### src/rtl/arithmetic_left_shift_sequential_saturating_if.sv
// arithmetic_left_shift_sequential_saturating_if: operand/result handshake bundle for the saturating left shifter
interface arithmetic_left_shift_sequential_saturating_if #(
  parameter int N  = 8,
  parameter int SW = 3
);
  logic          in_valid;
  logic          in_ready;
  logic [N-1:0]  a;
  logic [SW-1:0] s;
  logic          out_valid;
  logic          out_ready;
  logic [N-1:0]  res;
  logic          ovf;
  modport master (
    output in_valid, a, s, out_ready,
    input  in_ready, out_valid, res, ovf
  );
  modport slave (
    input  in_valid, a, s, out_ready,
    output in_ready, out_valid, res, ovf
  );
endinterface

### src/rtl/arithmetic_left_shift_sequential_saturating.sv
// arithmetic_left_shift_sequential_saturating: signed a*2^s, one shift per clock, saturating on overflow
module arithmetic_left_shift_sequential_saturating #(
  parameter int N  = 8,
  parameter int SW = 3
) (
  input logic clk,
  input logic rst_n,
  arithmetic_left_shift_sequential_saturating_if.slave bus
);
  typedef enum logic [1:0] {IDLE, SHIFT, DONE} state_t;
  state_t        r_state, w_next;
  logic [N-1:0]  r_acc;
  logic [SW-1:0] r_cnt;
  logic          r_sign, r_ovf;
  logic          w_load;
  assign w_load = bus.in_valid && r_state == IDLE;
  always_ff @(posedge clk or negedge rst_n) begin
    if (!rst_n) begin
      r_state <= IDLE;
      r_acc   <= '0;
      r_cnt   <= '0;
      r_sign  <= 1'b0;
      r_ovf   <= 1'b0;
    end else begin
      r_state <= w_next;
      if (w_load) begin
        r_acc  <= bus.a;
        r_cnt  <= bus.s;
        r_sign <= bus.a[N-1];
        r_ovf  <= 1'b0;
      end else if (r_state == SHIFT) begin
        // a sign change on any step means the true product left the range
        if (r_acc[N-1] != r_acc[N-2]) r_ovf <= 1'b1;
        r_acc <= {r_acc[N-2:0], 1'b0};
        r_cnt <= r_cnt - SW'(1);
      end
    end
  end
  always_comb begin
    w_next = r_state;
    if (w_load) w_next = (bus.s == '0) ? DONE : SHIFT;
    else if (r_state == SHIFT && r_cnt == SW'(1)) w_next = DONE;
    else if (r_state == DONE && bus.out_ready) w_next = IDLE;
  end
  assign bus.in_ready  = r_state == IDLE;
  assign bus.out_valid = r_state == DONE;
  assign bus.ovf       = r_ovf;
  assign bus.res       = r_ovf ? {r_sign, {(N-1){~r_sign}}} : r_acc;
endmodule

### src/flat_wrapper.sv
// flat-port wrapper written by rule: the top's interface ports become plain ports
module arithmetic_left_shift_sequential_saturating_flat 
#(
  parameter int N  = 8,
  parameter int SW = 3
)
  (clk, rst_n, bus_in_valid, bus_a, bus_s, bus_out_ready, bus_in_ready, bus_out_valid, bus_res, bus_ovf);
  arithmetic_left_shift_sequential_saturating_if #(.N(N), .SW(SW)) bus_i ();
  input logic clk;
  input logic rst_n;
  input wire logic [$bits(bus_i.in_valid)-1:0] bus_in_valid;
  input wire logic [$bits(bus_i.a)-1:0] bus_a;
  input wire logic [$bits(bus_i.s)-1:0] bus_s;
  input wire logic [$bits(bus_i.out_ready)-1:0] bus_out_ready;
  output wire logic [$bits(bus_i.in_ready)-1:0] bus_in_ready;
  output wire logic [$bits(bus_i.out_valid)-1:0] bus_out_valid;
  output wire logic [$bits(bus_i.res)-1:0] bus_res;
  output wire logic [$bits(bus_i.ovf)-1:0] bus_ovf;
  assign bus_i.in_valid = bus_in_valid;
  assign bus_i.a = bus_a;
  assign bus_i.s = bus_s;
  assign bus_i.out_ready = bus_out_ready;
  assign bus_in_ready = bus_i.in_ready;
  assign bus_out_valid = bus_i.out_valid;
  assign bus_res = bus_i.res;
  assign bus_ovf = bus_i.ovf;
  arithmetic_left_shift_sequential_saturating #(.N(N), .SW(SW)) u_core (.clk(clk), .rst_n(rst_n), .bus(bus_i));
endmodule
### config.mk
export PLATFORM = sky130hd
export DESIGN_NAME = arithmetic_left_shift_sequential_saturating_flat
export DESIGN_NICKNAME = d
export VERILOG_FILES = /design/src/rtl/arithmetic_left_shift_sequential_saturating_if.sv /design/src/rtl/arithmetic_left_shift_sequential_saturating.sv /design/src/flat_wrapper.sv
export SDC_FILE = /design/constraint.sdc
export NUM_CORES = 1
export LEC_CHECK = 0
export CORE_UTILIZATION = 40
export CTS_BUF_LIST = sky130_fd_sc_hd__clkbuf_16
export CTS_CLUSTER_DIAMETER = 80
export DETAILED_ROUTE_END_ITERATION = 8
export PLACE_DENSITY_LB_ADDON = 0.12
export SLEW_MARGIN = 20
export SYNTH_ARGS = -nofsm -noshare
export SYNTH_HDL_FRONTEND = slang
export SYNTH_SLANG_ARGS = --single-unit
### constraint.sdc
create_clock -name clk -period 1.7 [get_ports clk]
set_clock_uncertainty 0.2 [all_clocks]
set_input_delay 0.17 -clock clk [delete_from_list [all_inputs] [get_ports clk]]
set_output_delay 0.17 -clock clk [all_outputs]
set_load 0.01 [all_outputs]
==> key figures, run 1 <==
Timing
  – Unrepaired setup endpoints after global routing: no
  – Worst slew margin: just over 80%
  – Setup-failing EPs final: 0
  – Pins Over Slew Limit: 0
  – Slew @ Worst Pin: roughly 260 ps
  – Final worst slack: slightly below 70 ps
  – Max Freq: roughly 610 MHz
  – Final period utilization: between 90% and 100%
  – Final Hold Viols: 0
  – Hold WS: 48.95 ps
  – Crit path time final: around 1600 ps

Place
  – Post-DP HPWL: ~1600 um
  – IO buf count: 25
  – Dpl cells: between 150 and 200
  – Pre-CTS setup slack: -38.82 ps
  – Placed cell areas: 0.001221 mm^2
  – Gpl congestion: 0.8071

Clock tree
  – TritonCTS clock tree: yes
  – Num CTS Buffers: 3
  – CTS root buf: clkbuf_16
  – Clk buf depth: 2
  – Clk_lat worst skew: between 200 and 250 ps
  – Sink Count: 15
  – H-tree depth: 1
  – Reg clk slew, reported paths: 50 ps
  – Hold bufs inserted after CTS: 0

Final layout
  – Final core occ: between 60 and 70%
  – Fillers: 182
  – Commonest non-fill, non-tap cell in the layout: a21oi_1
  – Most frequent cells in the layout: 16 x a21oi_1, 15 x clkdlybuf4s50_1, 14 x o22ai_1, 14 x dfrtp_1, 12 x buf_4
  – Diode count: 0
  – Finished Layout Cells: approximately 160
  – Layout area overhead: 46.93%
  – Nets: between 150 and 200
  – Post-Layout Inst Area: 0.001316 mm^2
  – Share of layout cells above drive strength 1: between 20% and 30%

Synthesis
  – Post-synth cell types: 30
  – Yosys Warn Count: 0
  – Post-Syn Instances: between 90 and 100
  – Synthesized Nets: around 110
  – Synthesized area per cell: approximately 9.2 um^2
  – Post-synthesis cell area: 895.9 um^2
  – FF+latch count, synth: 15
  – Sequential cell area fraction in the yosys report: a little over two fifths

Routing
  – Final ANT Viol Nets: 0
  – Total length of routed wires: 2233 um
  – DR WL/cell: between 10 and 15 um
  – Via density: between 5 and 6
  – TritonRoute pass-1 iters: 4
  – DR DRC count: 0
  – Vias: 874
  – Initial DRC count: 7

Floorplanning
  – Die width: just under 50 um
  – Row count: 16
  – Die Height: 49.33 um
  – Initial core utilization: 43.87%
  – Die Area: ~0.0024 mm^2
  – Core area: between 0.002 and 0.0025 mm^2
  – # IOs: 26

Global route
  – Gr ovfl total: 0
  – Vias in the first global route: between 800 and 900
  – First-pass GRT wire length: around 3900 um
  – Initial antenna violation count: 0
  – Largest net degree at the start of global routing: 16
  – Tot GR Track Use: 20.70%

Setup path
  – Startpoint types: register
  – Critical Path Sink Type: output pin
  – Worst path required time: 1330 ps
  – Critical Path Fanout Max: 6
  – Critical path class: reg2out
  – Critical path arrival: 1260 ps

Power and ir drop
  – Cell Pwr Density: about 1900 mW/mm^2
  – P_leak: 0.6128 nW
  – Worst vdd ir: 1.012 mV

Worst hold path
  – Hold WC Path Type: in2async

Job
  – Max Cap Viol: 0

Outcome
  – Status: finished clean
layout make-up:
class	count	area, um^2	share of cell area (%)
Multi-Input combinational cell	67	436.7	33.17
Sequential cell	15	376.6	28.61
Timing Repair Buffer	38	351.6	26.71
Clock buffer	3	75.07	5.703
Inverter	10	37.54	2.852
Tap cell	27	33.78	2.567
Clock inverter	1	5.005	0.3802
critical path: stages, from the launching register on:
cell	delay, ps
dfrtp_2	430
buf_4	160
nor2_1	100
a21oi_1	50
dlygate4sd2_1	280
sequential cells by signal, summed over array words and instances (netlist names):
| name | flops |
|---|---|
| u_core.bus.ovf | 1 |
| u_core.r_state | 2 |
| u_core.r_acc | 8 |
| u_core.r_cnt | 3 |
| u_core.r_sign | 1 |
Yosys cell counts:
library cell   n  area, um^2
a21oi_1       16       80.08
dfrtp_1       15       375.4
o22ai_1       14       87.58
inv_1          9       33.78
o21ai_0        6       30.03
nor2_1         5       18.77
buf_6          3       33.78
nor2b_1        3       18.77
a22o_1         2       17.52
ha_1           2       25.02
nand2b_1       2       12.51
nand2b_2       2       17.52
a31oi_1        1       6.260
and2_1         1       6.260
buf_2          1       5.000
buf_4          1       7.510
inv_2          1       3.750
mux2_2         1       11.26
mux2_4         1       15.01
nand2_1        1       3.750
nand4b_1       1       8.760
nor2_2         1       6.260
o21ai_1        1       5.000
o21bai_1       1       7.510
o22a_1         1       8.760
o22ai_2        1       12.51
o311ai_1       1       8.760
o31a_1         1       8.760
or3_4          1       11.26
xor2_1         1       8.760
worst paths after layout:
check                                       start               to  slack (ps)  cells past startpoint
max in group asynchronous                   rst_n   u_core.bus.ovf        1060                      2
worst min register to register    u_core.r_acc[0]  u_core.r_acc[0]         350                      1
worst max-delay path               u_core.bus.ovf       bus_res[1]          70                      4
worst min-delay path                        rst_n    u_core.r_sign          50                      2
worst max register to register  u_core.r_state[1]    u_core.r_sign         220                      4
min in group clk                         bus_a[3]  u_core.r_acc[3]         340                      3
logic make-up (layout without fill, tap and decap cells):
family | Yosys count | in the layout | synth area share, %
AOI/OAI and AO/OA | 45 | 45 | 30.45
xor gates and xnor gates | 1 | 1 | 0.9778
muxes | 2 | 2 | 2.932
and+or+nand+nor | 17 | 17 | 11.59
buffers and inverters | 15 | 52 | 9.356
adders and majority gates | 2 | 2 | 2.793
DFF | 15 | 15 | 41.90
timing repair:
action	in CTS	in global routing
setup endpoints to repair	10	3
pin swaps	0	0
gates resized for setup	10	4
gates cloned	0	0
buffers inserted	3	0
routing by layer:
metal  vias to the layer above  share of wire, %  global-route usage [%]
met5                         -                 0                       0
met4                         0                 0                   7.353
met2                        14                51                   34.25
met3                         0               3.3                   3.115
li1                        432                 -                       -
met1                       428                45                   27.15
per-stage QoR:
step	power, W	setup TNS (ps)
finish	0.002489	0
global route	0.002697	0
detailed placement	0.002087	-156.8
floorplan	0.001483	0
CTS	0.002513	0
global placement	0.002054	-7.326
power breakdown:
group | internal (W) | switching [W]
Sequential | 0.000529 | 0.000144
Combinational | 0.000695 | 0.000663
Clock | 0.000314 | 0.000144
Power figures use the tool's default switching activity.
==> run 2, diff against run 1 <==
--- a/config.mk
+++ b/config.mk
@@ -10,6 +10,7 @@
 export CTS_CLUSTER_DIAMETER = 80
 export DETAILED_ROUTE_END_ITERATION = 8
 export PLACE_DENSITY_LB_ADDON = 0.12
+export SETUP_SLACK_MARGIN = 0.2
 export SLEW_MARGIN = 20
 export SYNTH_ARGS = -nofsm -noshare
 export SYNTH_HDL_FRONTEND = slang
==> run 2 against run 1 <==
  * Register-to-register slack about the same
  * Critical endpoint is now bus_res[7]
  * Routed wire length is 2.5% higher
  * Fmax increased by 5.5%
  * Total power increased by 4.9%
  * Via count is 0.46% lower
  * Global-route usage did not move
  * Clock power barely moved
==> key figures, run 2 (synthesis results as in run 1) <==
Outcome
  – Status: finished clean

Floorplanning
  – Initial core utilization: 43.87% (unchanged)
  – Die Height: 49.33 um (unchanged)
  – # IOs: 26 (unchanged)
  – Row count: 16 (unchanged)
  – Core area: 0.002042 mm^2 (unchanged)
  – Die width: 49.33 um (unchanged)
  – Die Area: 0.002433 mm^2 (unchanged)

Timing
  – Crit path time final: 1546 ps (-85.14 ps)
  – Pins Over Slew Limit: 0 (unchanged)
  – Hold WS: 50.33 ps (+1.382 ps)
  – Max Freq: 646.9 MHz (+5.5%)
  – Final Hold Viols: 0 (unchanged)
  – Final period utilization: 90.93% (-5.0 points)
  – Setup-failing EPs final: 0 (unchanged)
  – Worst slew margin: 83.73% (+1.3 points)
  – Slew @ Worst Pin: 243.7 ps (-16.37 ps)
  – Unrepaired setup endpoints after global routing: yes

Setup path
  – Slowest CP cell: dfrtp_2
  – CP top delay family: flip-flops
  – Critical Path Fanout Max: 3 (-3)
  – Worst path required time: 1330 ps (about the same)
  – Critical Path Sink Type: output pin
  – Largest stage delay, worst path: 410 ps (-20 ps)
  – Ordered list of cells on the worst path: buf_4 > mux2_2 > buf_6
  – Critical path class: reg2out
  – Critical path arrival: 1180 ps (-80 ps)
  – Buf/Inv on CP: 2 (unchanged)
  – Startpoint types: register

Global route
  – First-pass GRT wire length: 3884 um (-0.36%)
  – Largest net degree at the start of global routing: 16 (unchanged)
  – Initial antenna violation count: 0 (unchanged)
  – Vias in the first global route: 872 (-0.91%)
  – Gr ovfl total: 0 (unchanged)
  – Tot GR Track Use: 20.70% (unchanged)

Place
  – IO buf count: 25 (unchanged)
  – Post-DP HPWL: 1563 um (unchanged)
  – Gpl congestion: 0.8071 (unchanged)

Clock tree
  – Sink Count: 15 (unchanged)
  – CTS root buf: clkbuf_16
  – TritonCTS clock tree: yes
  – Reg clk slew, reported paths: 50 ps (about the same)
  – Clk buf depth: 2 (unchanged)
  – Hold bufs inserted after CTS: 0 (unchanged)
  – Clk_lat worst skew: 240 ps (about the same)
  – H-tree depth: 1 (unchanged)
  – Num CTS Buffers: 3 (unchanged)

Final layout
  – Layout area overhead: 50.70%
  – Nets: 153 (+0.66%)
  – Biggest regs: u_core.r_acc: 8 flops, u_core.r_cnt: 3 flops, u_core.r_state: 2 flops
  – Final core occ: 66.12% (+1.7 points)
  – Largest register by flop count: u_core.r_acc
  – Diode count: 0 (unchanged)
  – Fillers: 185 (+1.6%)
  – Max FFs per register: 8 (unchanged)
  – Most frequent cells in the layout: 14 x a21oi_1, 14 x clkdlybuf4s50_1, 14 x dfrtp_1
  – Share of layout cells above drive strength 1: 31.11% (+11 points)

Worst hold path
  – Hold WC Path Type: in2async

Routing
  – DR DRC count: 0 (unchanged)
  – DR WL/cell: 14.12 um (+1.8%)
  – Initial DRC count: 7 (unchanged)
  – Final ANT Viol Nets: 0 (unchanged)
  – Vias: 870 (-0.46%)
  – Via density: 5.370 (-1.1%)
  – Total length of routed wires: 2288 um (+2.5%)
  – TritonRoute pass-1 iters: 3 (-1)

Job
  – Max Cap Viol: 0 (unchanged)

Power and ir drop
  – Power share of the clock group: 17.5% (-0.9 points)
  – Net Sw Power: 0.001022 W (+7.4%)
  – Power Internal: 0.001589 W (+3.3%)
  – Switch share: 39.13% (+0.91 points)
  – Cell Pwr Density: 1934 mW/mm^2 (+2.3%)
  – Combinational power share: 56.7% (+2.1 points)
  – Worst vdd ir: 1.048 mV (+3.6%)
  – Seq pwr share: 25.8% (-1.2 points)
  – P_leak: 0.6095 nW (-0.53%)
run 2: cell count changes in the layout (fill, tap and decap cells not counted), sizes merged:
cell | previous run | this run
dlymetal6s2s | 2 | 0
clkbuf | 4 | 3
buf | 13 | 22
dlygate4sd2 | 7 | 3
clkdlybuf4s50 | 15 | 14
run 2: cell type report:
cell class,count,area (um^2),area share (%)
Clock buffer,3,75.07,5.561
Clock inverter,1,5.005,0.3707
Inverter,10,37.54,2.780
Multi-Input combinational cell,67,483.0,35.77
Sequential cell,15,376.6,27.90
Tap cell,27,33.78,2.502
Timing Repair Buffer,39,339.1,25.12
run 2: worst reg2reg max path: stages (launching register included):
cell      delay [ps]
dfrtp_1          400
buf_4            150
nand2b_2         200
nor2_4           110
mux2_4           300
run 2: power by group through the flow:
stage | Combinational (W) | Clock [W] | Sequential (W)
floorplan | 0.000818 | 0 | 0.000664
global placement | 0.00135 | 0 | 0.000700
CTS | 0.00137 | 0.000465 | 0.000667
finish | 0.00148 | 0.000457 | 0.000675
global route | 0.00164 | 0.000482 | 0.000694
detailed placement | 0.00139 | 0 | 0.000697
run 2: path summary, 6_finish.rpt:
kind | depth (start not counted) | slack [ps] | start | to
worst max-delay path | 3 | 150 | u_core.bus.ovf | bus_res[7]
worst min-delay path | 2 | 50 | rst_n | u_core.r_acc[0]
worst max register to register | 4 | 230 | u_core.r_state[1] | u_core.r_sign
worst min register to register | 1 | 350 | u_core.r_acc[0] | u_core.r_acc[0]
max in group asynchronous | 2 | 1060 | rst_n | u_core.bus.ovf
min in group clk | 3 | 340 | bus_a[3] | u_core.r_acc[3]
run 2: through the flow:
stage                     setup slack [ps]  power (W)  cells  area (um^2)  setup TNS, ps
final                                154.3   0.002611    162         1350              0
after global routing                 137.2   0.002814    162         1350              0
after CTS                            123.0   0.002504    161         1297              0
after detailed placement            -38.82   0.002087    154         1221         -156.8
after global placement              -6.081   0.002054    154         1221         -7.326
after floorplan                      384.1   0.001483     97        895.9              0
run 2: per-layer routing:
| layer | GRT usage [%] | vias to the layer above | wire [um] |
|---|---|---|---|
| met4 | 6.863 | 0 | 4 |
| met2 | 34.47 | 16 | 1162 |
| met1 | 26.95 | 420 | 1042 |
| li1 | - | 432 | - |
| met5 | 0 | - | 0 |
| met3 | 3.427 | 2 | 77 |
run 2: what timing repair did:
item	in CTS	in global routing
pin swaps	1	0
buffers inserted	3	1
endpoints found under the setup margin	11	13
resized for setup	40	13
==> run 3, diff against run 2 <==
--- a/config.mk
+++ b/config.mk
@@ -11,6 +11,7 @@
 export DETAILED_ROUTE_END_ITERATION = 8
 export PLACE_DENSITY_LB_ADDON = 0.12
 export SETUP_SLACK_MARGIN = 0.2
+export SKIP_LAST_GASP = 1
 export SLEW_MARGIN = 20
 export SYNTH_ARGS = -nofsm -noshare
 export SYNTH_HDL_FRONTEND = slang
==> results of run 3 <==
No change in the layout: final DEF, timing and power equal those of run 2.
